==> config.mk <==
export PLATFORM = sky130hd
export DESIGN_NAME = approx_prod_accumulator
export DESIGN_NICKNAME = d
export VERILOG_FILES = /design/src/rtl/approx_prod_accumulator.sv
export SDC_FILE = /design/constraint.sdc
export NUM_CORES = 1
export LEC_CHECK = 0
export BUFFER_PORTS_ARGS = -buffer_cell sky130_fd_sc_hd__buf_4
export CELL_PAD_IN_SITES_DETAIL_PLACEMENT = 2
export CELL_PAD_IN_SITES_GLOBAL_PLACEMENT = 2
export CORE_UTILIZATION = 33
export DETAILED_ROUTE_END_ITERATION = 10
export MAX_ROUTING_LAYER = met4
export PLACE_DENSITY_LB_ADDON = 0.1
export SYNTH_ARGS = -nofsm -noshare
export SYNTH_HDL_FRONTEND = slang
export SYNTH_SLANG_ARGS = --single-unit
==> constraint.sdc <==
create_clock -name clk -period 3.1 [get_ports clk]
set_clock_uncertainty 0.05 [all_clocks]
set_input_delay 0.465 -clock clk [delete_from_list [all_inputs] [get_ports clk]]
set_output_delay 0.465 -clock clk [all_outputs]
set_load 0.005 [all_outputs]
==> src/rtl/approx_prod_accumulator.sv <==
// Accumulates a stream of approximate products into per-group sums.
// Product bits below DROP_LSB are known zero, so the accumulator holds only
// the upper bits and re-appends the zero LSBs when a result is presented.
// Completed sums sit in a registered valid/ready output stage.
module approx_prod_accumulator #(
    parameter int PROD_W   = 24,
    parameter int DROP_LSB = 9,
    parameter int ACC_W    = 32,
    parameter int CNT_W    = 8
) (
    input  logic              clk,
    input  logic              rst_n,
    input  logic              in_valid,
    output logic              in_ready,
    input  logic [PROD_W-1:0] in_prod,
    input  logic              in_last,
    output logic              out_valid,
    input  logic              out_ready,
    output logic [ACC_W-1:0]  out_sum,
    output logic [CNT_W-1:0]  out_count,
    output logic              out_sat,
    output logic              out_lsb_err
);

    localparam int AW = ACC_W - DROP_LSB;   // stored accumulator width
    localparam int TW = PROD_W - DROP_LSB;  // stored term width

    typedef enum logic {ACCUM, FULL} state_t;

    state_t           state, state_nxt;
    logic [AW-1:0]    acc, acc_nxt;
    logic [CNT_W-1:0] cnt, cnt_nxt;
    logic             sat, sat_nxt;
    logic             lsb_err, lsb_err_nxt;
    logic             accept;
    logic             accept_last;

    // Saturating add of one term; MSB of the result flags overflow.
    function automatic logic [AW:0] acc_add(input logic [AW-1:0] a, input logic [TW-1:0] t);
        logic [AW:0] s;
        s = {1'b0, a} + {{(AW + 1 - TW){1'b0}}, t};
        if (s[AW]) begin
            s = {1'b1, {AW{1'b1}}};
        end
        return s;
    endfunction

    // Saturating term counter increment; MSB of the result flags saturation.
    function automatic logic [CNT_W:0] cnt_inc(input logic [CNT_W-1:0] c);
        logic [CNT_W:0] r;
        if (c == {CNT_W{1'b1}}) begin
            r = {1'b1, c};
        end else begin
            r = {1'b0, c + {{(CNT_W - 1){1'b0}}, 1'b1}};
        end
        return r;
    endfunction

    assign out_valid   = (state == FULL);
    assign in_ready    = !out_valid || out_ready;
    assign accept      = in_valid && in_ready;
    assign accept_last = accept && in_last;

    // Next accumulator, counter and sticky flags including the current beat.
    always_comb begin
        logic [AW:0]    add_r;
        logic [CNT_W:0] inc_r;
        acc_nxt     = acc;
        cnt_nxt     = cnt;
        sat_nxt     = sat;
        lsb_err_nxt = lsb_err;
        add_r       = '0;
        inc_r       = '0;
        if (accept) begin
            add_r       = acc_add(acc, in_prod[PROD_W-1:DROP_LSB]);
            inc_r       = cnt_inc(cnt);
            acc_nxt     = add_r[AW-1:0];
            cnt_nxt     = inc_r[CNT_W-1:0];
            sat_nxt     = sat || add_r[AW] || inc_r[CNT_W];
            lsb_err_nxt = lsb_err || (in_prod[DROP_LSB-1:0] != '0);
        end
    end

    // Output handshake FSM: FULL while a completed sum is waiting.
    always_comb begin
        state_nxt = state;
        case (state)
            ACCUM: if (accept_last) state_nxt = FULL;
            FULL:  if (out_ready && !accept_last) state_nxt = ACCUM;
            default: state_nxt = ACCUM;
        endcase
    end

    // State register.
    always_ff @(posedge clk or negedge rst_n) begin
        if (!rst_n) begin
            state <= ACCUM;
        end else begin
            state <= state_nxt;
        end
    end

    // Running group state; cleared when the last beat hands off to the output.
    always_ff @(posedge clk or negedge rst_n) begin
        if (!rst_n) begin
            acc     <= '0;
            cnt     <= '0;
            sat     <= 1'b0;
            lsb_err <= 1'b0;
        end else if (accept_last) begin
            acc     <= '0;
            cnt     <= '0;
            sat     <= 1'b0;
            lsb_err <= 1'b0;
        end else if (accept) begin
            acc     <= acc_nxt;
            cnt     <= cnt_nxt;
            sat     <= sat_nxt;
            lsb_err <= lsb_err_nxt;
        end
    end

    // Result registers load only on an accepted last beat and otherwise hold.
    always_ff @(posedge clk or negedge rst_n) begin
        if (!rst_n) begin
            out_sum     <= '0;
            out_count   <= '0;
            out_sat     <= 1'b0;
            out_lsb_err <= 1'b0;
        end else if (accept_last) begin
            out_sum     <= {acc_nxt, {DROP_LSB{1'b0}}};
            out_count   <= cnt_nxt;
            out_sat     <= sat_nxt;
            out_lsb_err <= lsb_err_nxt;
        end
    end

endmodule

==> summary.md, run 1 <==
| Metric | Value |
|---|---|
| Status | finished clean |
| DP HPWL | 8.199 mm |
| WP data required | 3.26 ns |
| Clk_lat worst skew | 0.33 ns |
| Slew Limit Fails | 0 |
| Total Routed Length | 11.25 mm |
| GP Congestion | 0.7937 |
| Drt first pass iters | 4 |
| Worst reg2reg setup slack | 0.27 ns |
| Startpoint Class | register |
| Final worst-path setup slack | 0.2736 ns |
| Async SR Flop Fraction | 100.0% |
| Clock-pin slew on the worst setup and hold paths | 0.05 ns |
| Worst Setup End Kind | register |
| MaxCap Viol Count | 0 |
| CP Capture Point | acc[22] |
| Pint | 2.537 mW |
| Placement Rows | 38 |
| Die width | 109.0 µm |
| Worst hold margin | 0.2106 ns |
| IO Port Bufs | 63 |
| Minimum clock period | 2.826 ns |
| RR Startpoint | acc[0] |
| Final hold vios | 0 |
| Crit-path max FO | 8 |
| Netlist cell types | 50 |
| Io pins | 73 |
| Initial Utilization | 34.39% |
| Post-route clock period utilization | 91.17% |
| Layout Area Growth over Synthesis | 23.98% |
| Flip-flop and latch count after synthesis | 67 |
| Remaining DRCs | 0 |
| Hold_buf cts | 0 |
| GRT Residual Overflow | 0 |
| Clock buffer count from CTS | 9 |
| EDFF count, synth | 0 |
| Placed cell area | 4373 µm² |
| CTS max path bufs | 2 |
| Critical path origin | acc[0] |
| Max-Slew Margin vs Limit | 39.73% |
| Root Driver | clkbuf_16 |
| WP data arrival | 2.99 ns |
| Ant. Diodes | 0 |
| Unrepaired setup endpoints after global routing | no |
| Synth Area in Compound Gates | 23.42% |
| Nets | 527 |
| R2R cell count | 10 |
| Setup_tns | 0 ns |
| Mux cell area share after synthesis | 1.325% |
| Largest net degree at the start of global routing | 68 |
| P per Cell Area | 850.6 nW/µm² |
| Fin area | 4683 µm² |
| VDD IR max | 282.4 µV |
| CTS tree | built |
| Synth Cell Area | 3777 µm² |
| Synth Flop Type | dfrtp_1 |
| R2R Path End | acc[22] |
| WL per Instance | 17.99 µm |
| Logic pwr share | 40.7% |
| Post-CTS Setup Inserts | 0 |
| Htree depth | 3 |
| Detailed-route via count | 3340 |
| Post-Place Worst Slack | 0.08941 ns |
| Antenna Nets Post-Route | 0 |
| Avg Synthesized Cell Area | 8.972 µm² |
| # resized after CTS | 0 |
| Placed cells | 610 |
| LEAKAGE | 2.251 nW |
| Adder-Cell Fraction of Synth Area | 5.830% |
| Switching portion of total power | 36.32% |
| Fin cells | 625 |
| Sequential fraction of the synthesis area | 44.39% |
| Post-Synth XOR/XNOR Area | 3.478% |
| Final setup vio count | 0 |
| Core Footprint | 10980 µm² |
| Synth Instances | 421 |
| Post-Synth Simple-Gate Area | 16.40% |
| Hold Path Class | input pin to asynchronous set/reset pin |
| P_sw | 1.447 mW |
| Initial antenna violation count | 0 |
| Flop pwr share | 31.9% |
| Clock sink count | 67 |
| Final core occ | 42.64% |
| Global-route wire length before repair | 18.64 mm |
| Worst slew pin tran | 0.9041 ns |
| Number of global-route vias before repair | 3614 |
| Layout cells sized above 1 | 18.97% |
| Clk network pwr share | 27.3% |
| First DRT Iteration DRCs | 73 |
| Ys Warns | 0 |
| DIE AREA | 11880 µm² |
| Die H | 109.0 µm |
| Total GRT Usage | 21.42% |
| Final Power | 3.983 mW |
| Largest family of logic cells by synthesized area | compound AO/OA/AOI/OAI gates |
| Drt via density | 5.344 |
| FMAX | 0.3538 GHz |
| WS Path Type | register to register |
## per-layer routing
layer / vias up / part of all wire, % / GRT usage, %
met4: 0 / 1.3 / 6.950
met3: 11 / 3.3 / 4.184
met5: - / 0 / -
li1: 1597 / - / -
met1: 1672 / 45 / 26.18
met2: 60 / 51 / 35.40
## logic make-up after synthesis
logic type / after synthesis
AND/OR/NAND/NOR: 138
flip-flops: 67
adder cells (fa/ha/maj): 17
buffers and inverters: 39
multiplexers: 5
XOR/XNOR: 15
other: 1
AO/OA/AOI/OAI: 139
## layout by cell type, fill, tap and decap left out, types with 10 or more instances in the layout
cell,n
nand2_1,61
o21ai_1,43
xnor2_1,10
nand3_1,11
a21oi_1,32
nor2_1,32
a21o_1,12
dfrtp_1,67
buf_4,70
o21ai_0,15
ha_1,16
## state kept, by name (all words and copies together), names as in the netlist
signal / count
out_valid: 1
out_count: 8
out_lsb_err: 1
sat: 1
lsb_err: 1
out_sum: 23
acc: 23
cnt: 8
out_sat: 1
## worst max-delay path, cell delays in order, from the launching register on
cell       delay, ns
dfrtp_1         0.34
ha_1            0.20
inv_1           0.08
fa_1            0.42
nor2b_1         0.22
o2111ai_1       0.19
a21oi_2         0.31
a21oi_1         0.17
o221ai_2        0.42
a41o_1          0.25
a21oi_1         0.06
## Yosys cell counts, types with 9 or more instances
cell / count / share of area, %
a21oi_1: 32 / 4.2
dfrtp_1: 67 / 44
ha_1: 16 / 5.3
o21ai_1: 43 / 5.7
o21ai_0: 15 / 2.0
nand3_1: 11 / 1.5
nor2_1: 32 / 3.2
clkbuf_1: 14 / 1.4
a21o_1: 12 / 2.4
nand2_1: 62 / 6.2
xnor2_1: 10 / 2.3
inv_1: 9 / 0.89
buf_4: 10 / 2.0
## power by group through the flow
stage / Clock [mW] / Sequential, mW / Combinational, mW
2_1_floorplan: 0 / 1.24 / 1.10
3_3_place_gp: 0 / 1.27 / 1.58
3_5_place_dp: 0 / 1.29 / 1.64
4_1_cts: 1.11 / 1.28 / 1.66
5_1_grt: 1.15 / 1.31 / 1.81
6_report: 1.09 / 1.27 / 1.62
## layout make-up
class                           instances  area, µm²
Clock buffer                           13      250.2
Clock inverter                          2      60.06
Fill cell                            1221       6300
Timing Repair Buffer                   71      545.5
Inverter                                9      33.78
Tap cell                              140      175.2
Sequential cell                        67       1677
Multi-Input combinational cell        323       1942
## worst min-delay path by stage
stage	cells after the start	startpoint	end
after floorplan	0	rst_n	acc[0]
after global placement	2	out_count[7]	out_count[7]
after detailed placement	2	out_sum[15]	out_sum[15]
after CTS	1	rst_n	out_sum[19]
after global routing	1	rst_n	out_sum[19]
final	1	rst_n	out_sum[19]
Note: power is estimated with default switching activity, not from simulation.
==> inputs of run 2 (changes only) <==
- CORE_UTILIZATION: 33 -> 30
- clock period: 3.1 -> 2.4 ns (I/O delays scaled with it)
==> summary.md, run 2 (synthesis gave the netlist of run 1 again) <==
| Metric | Value |
|---|---|
| Status | complete, but fails checks |
| Failing checks | negative setup slack |
| MaxCap Viol Count | 0 |
| Startpoint Class | register |
| LEAKAGE | 2.544 nW |
| WS Path Type | register to register |
| Clock-pin slew on the worst setup and hold paths | 0.06 ns |
| Hold path depth | 2 |
| Layout Area Growth over Synthesis | 41.21% |
| CTS tree | built |
| Final setup vio count | 2 |
| RR Startpoint | acc[0] |
| CTS max path bufs | 2 |
| Total Routed Length | 12.61 mm |
| Layout cells sized above 1 | 32.41% |
| Initial Utilization | 31.06% |
| Clk_lat worst skew | 0.34 ns |
| Worst Setup End Kind | register |
| R2R cell count | 11 |
| GP Congestion | 0.8151 |
| Drt first pass iters | 4 |
| DP HPWL | 9.039 mm |
| Unrepaired setup endpoints after global routing | yes |
| Crit-path max FO | 4 |
| First DRT Iteration DRCs | 116 |
| Setup_tns | -0.07840 ns |
| Core Footprint | 12160 µm² |
| Final hold vios | 0 |
| Fillers | 1356 |
| P per Cell Area | 1091 nW/µm² |
| WP data arrival | 2.62 ns |
| Clock buffer count from CTS | 9 |
| Slew Limit Fails | 0 |
| Nets | 581 |
| IO Port Bufs | 63 |
| Most common cell after layout, fill and taps aside | buf_4 |
| R2R Path End | acc[22] |
| Htree depth | 3 |
| Global-route wire length before repair | 20.75 mm |
| Remaining DRCs | 0 |
| Drt via density | 5.052 |
| Placed cell area | 4781 µm² |
| Fin area | 5334 µm² |
| Worst reg2reg setup slack | -0.04 ns |
| Total GRT Usage | 21.35% |
| Largest net degree at the start of global routing | 68 |
| Initial antenna violation count | 0 |
| Hold Path Class | input pin to register |
| Most frequent cells in the layout | buf_4 (121), dfrtp_1 (67), nand2_1 (60) |
| Die H | 114.2 µm |
| Final core occ | 43.86% |
| WP data required | 2.58 ns |
| Clock sink count | 67 |
| Ant. Diodes | 0 |
| Top Registers | acc x23, out_sum x23 |
| Number of global-route vias before repair | 3928 |
| DIE AREA | 13040 µm² |
| FMAX | 0.4094 GHz |
| GRT Residual Overflow | 0 |
| WL per Instance | 17.81 µm |
| Root Driver | clkbuf_16 |
| Minimum clock period | 2.442 ns |
| Die width | 114.2 µm |
| Detailed-route via count | 3577 |
| Hold Path End | cnt[1] |
| Final worst-path setup slack | -0.04232 ns |
| VDD IR max | 362.5 µV |
| Io pins | 73 |
| Post-route clock period utilization | 101.8% |
| Placement Rows | 40 |
| Antenna Nets Post-Route | 0 |
| Min-delay src | in_last |
==> run 2: worst max-delay path by stage <==
stage	slack (ns)	start	to
finish	-0.04	acc[0]	acc[22]
global route	-0.16	acc[0]	acc[18]
CTS	-0.03	acc[0]	acc[18]
detailed placement	-0.34	in_prod[9]	acc[22]
global placement	-0.20	in_prod[9]	out_sum[31]
floorplan	0.04	in_prod[9]	acc[18]
==> run 2: area by class of cell <==
| class | instances | area [µm²] | share of cell area [%] |
|---|---|---|---|
| multi-input cells | 323 | 2136 | 40.04 |
| inverters | 9 | 33.78 | 0.6334 |
| clock inverters | 1 | 30.03 | 0.5630 |
| clock buffers | 15 | 277.8 | 5.208 |
| repair buffers | 125 | 969.7 | 18.18 |
| well taps | 168 | 210.2 | 3.941 |
| flip-flops and latches | 67 | 1677 | 31.43 |
==> run 2: where the power goes <==
part,total (mW),switching [mW],leakage [nW],internal (mW)
Clock,1.38,0.491,0.150,0.891
Combinational,2.81,1.45,1.52,1.36
Sequential,1.63,0.196,0.871,1.43
Total,5.82,2.14,2.54,3.68
==> run 2: layer usage <==
layer | vias up | global-route usage, % | part of all wire [%]
met5 | - | - | 0
met4 | 0 | 6.580 | 1.8
met3 | 21 | 5.188 | 3.2
met2 | 68 | 35.23 | 50
met1 | 1783 | 25.78 | 45
li1 | 1705 | - | -
==> run 2: timing repair <==
action                     in CTS  in global routing
buffers inserted                2                  3
cloned                          0                  0
hold endpoints to repair       19                  0
setup endpoints to repair      16                 25
pin swaps                      11                 12
resized for setup              15                 20
hold buffers                    1                  0
==> run 2: metrics by stage <==
step / hold slack [ns] / std cells / worst slack (ns) / total power [mW]
after floorplan: 0.01441 / 429 / 0.03669 / 3.027
after global placement: 0.3550 / 686 / -0.2013 / 4.062
after detailed placement: 0.3592 / 686 / -0.3440 / 4.198
after CTS: 0.2547 / 705 / -0.02770 / 5.715
after global routing: 0.2570 / 708 / -0.1568 / 6.219
final: 0.2532 / 708 / -0.04232 / 5.819
==> run 2: critical path: stages, from the launching register on <==
cell and delay, ns:
dfrtp_1 0.39, ha_4 0.16, inv_2 0.03, fa_2 0.36, nor2b_4 0.16, o2111ai_4 0.16, a21oi_4 0.25, a21oi_2 0.10
o221ai_2 0.24, buf_4 0.17, a41o_1 0.19, a21oi_2 0.05
==> inputs of run 3 (changes only) <==
- CELL_PAD_IN_SITES_DETAIL_PLACEMENT: 2 -> 0
- CELL_PAD_IN_SITES_GLOBAL_PLACEMENT: 2 -> 1
- CORE_UTILIZATION: 30 -> 38
==> summary.md, run 3 (synthesis gave the netlist of run 1 again) <==
| Metric | Value |
|---|---|
| Status | complete, but fails checks |
| Failing checks | negative setup slack |
| Initial Utilization | 39.01% |
| Clk_lat worst skew | 0.34 ns |
| R2R Path End | acc[22] |
| R2R cell count | 11 |
| Placement Rows | 36 |
| Slew Limit Fails | 0 |
| Initial antenna violation count | 0 |
| Ant. Diodes | 0 |
| Top Registers | acc x23, out_sum x23 |
| DP HPWL | 7.020 mm |
| CTS tree | built |
| Die width | 101.7 µm |
| Worst path buffer plus inverter count | 2 |
| Most common cell after layout, fill and taps aside | buf_4 |
| Hold Path End | cnt[1] |
| Remaining DRCs | 0 |
| P per Cell Area | 999.8 nW/µm² |
| Setup_tns | -0.003584 ns |
| GRT Residual Overflow | 0 |
| Post-Place Worst Slack | -0.2371 ns |
| FMAX | 0.4161 GHz |
| Crit path depth | 11 |
| Worst path max stage delay | 0.36 ns |
| Total Routed Length | 9.943 mm |
| Crit-path max FO | 8 |
| WS Path Type | register to register |
| Clock buffer count from CTS | 9 |
| Clock sink count | 67 |
| Worst Setup End Kind | register |
| Layout Area Growth over Synthesis | 34.68% |
| Number of global-route vias before repair | 3205 |
| IO Port Bufs | 63 |
| Global-route wire length before repair | 15.68 mm |
| Final hold vios | 0 |
| Drt first pass iters | 4 |
| Hold path depth | 2 |
| WP data required | 2.58 ns |
| CTS max path bufs | 2 |
| Worst hold margin | 0.2664 ns |
| LEAKAGE | 2.446 nW |
| MaxCap Viol Count | 0 |
| Final worst-path setup slack | -0.003342 ns |
| First DRT Iteration DRCs | 79 |
| Nets | 578 |
| Core Footprint | 9684 µm² |
| Unrepaired setup endpoints after global routing | yes |
| VDD IR max | 355.6 µV |
| Startpoint Class | register |
| Drt via density | 5.082 |
| WP data arrival | 2.58 ns |
| RR Startpoint | acc[0] |
| Io pins | 73 |
| Antenna Nets Post-Route | 0 |
| WL per Instance | 14.86 µm |
| Most frequent cells in the layout | buf_4 (118), dfrtp_1 (67), nand2_1 (60) |
| Largest net degree at the start of global routing | 40 |
| Htree depth | 3 |
| Die H | 101.7 µm |
| Layout cells sized above 1 | 30.78% |
| Root Driver | clkbuf_8 |
| Total GRT Usage | 20.62% |
| GP Congestion | 0.8393 |
| Min-delay src | in_last |
| Final setup vio count | 2 |
| Hold Path Class | input pin to register |
| Worst reg2reg setup slack | -0.003 ns |
| Crit path top cell by count | a21oi_4 |
| Cell family with most CP delay | compound AO/OA/AOI/OAI gates |
| Post-route clock period utilization | 100.1% |
| DIE AREA | 10340 µm² |
| Detailed-route via count | 3400 |
| Critical Path, Cell by Cell | ha_2 > inv_2 > fa_2 > nor2b_4 > o2111ai_4 > a21oi_4 > a21oi_4 > o221ai_2 > buf_6 > a41o_1 > a21oi_1 |
| Final core occ | 52.53% |
| Clock-pin slew on the worst setup and hold paths | 0.07 ns |
| Minimum clock period | 2.403 ns |
| Slowest CP cell | fa_2 |
run 3: where the power goes:
group / internal [mW] / switching, mW / total [mW] / leakage [nW]
registers: 1.43 / 0.187 / 1.62 / 0.871
clock network: 0.456 / 0.429 / 0.885 / 0.0888
logic: 1.29 / 1.30 / 2.59 / 1.49
run 3: worst max path at each step:
stage / from / endpoint / slack, ns
global placement: in_prod[9] / acc[22] / -0.20
CTS: acc[0] / acc[14] / 0.03
finish: acc[0] / acc[22] / -0.003
detailed placement: in_prod[9] / acc[22] / -0.24
global route: acc[2] / out_sum[23] / -0.08
floorplan: in_prod[9] / acc[18] / 0.04
run 3: per-stage QoR:
| step | cells | total power, mW | area, µm² |
|---|---|---|---|
| 2_1_floorplan | 429 | 3.027 | 3807 |
| 4_1_cts | 660 | 4.927 | 4892 |
| 3_3_place_gp | 643 | 3.952 | 4664 |
| 6_report | 669 | 5.086 | 5087 |
| 5_1_grt | 669 | 5.474 | 5087 |
| 3_5_place_dp | 643 | 3.977 | 4664 |
run 3: final cells by class:
| class | count | area [µm²] |
|---|---|---|
| fill | 918 | 4597 |
| tap | 133 | 166.4 |
| sequential | 67 | 1677 |
| clock buffer | 14 | 172.7 |
| timing repair buffer | 122 | 938.4 |
| multi-input combinational | 323 | 2092 |
| inverter | 9 | 33.78 |
| clock inverter | 1 | 7.507 |
run 3: what timing repair did:
item,4_1_cts,5_1_grt
endpoints found under the setup margin,6,21
buffers inserted,1,9
endpoints found under the hold margin,28,0
pin swaps,2,17
hold buffers,1,0
resized for setup,7,24
run 3: routing by layer:
layer / vias up / share of wire (%) / track usage, %
met5: - / 0 / -
met4: 0 / 1.3 / 6.243
met3: 11 / 3.3 / 4.417
met2: 75 / 46 / 30.93
met1: 1607 / 49 / 27.83
li1: 1707 / - / -
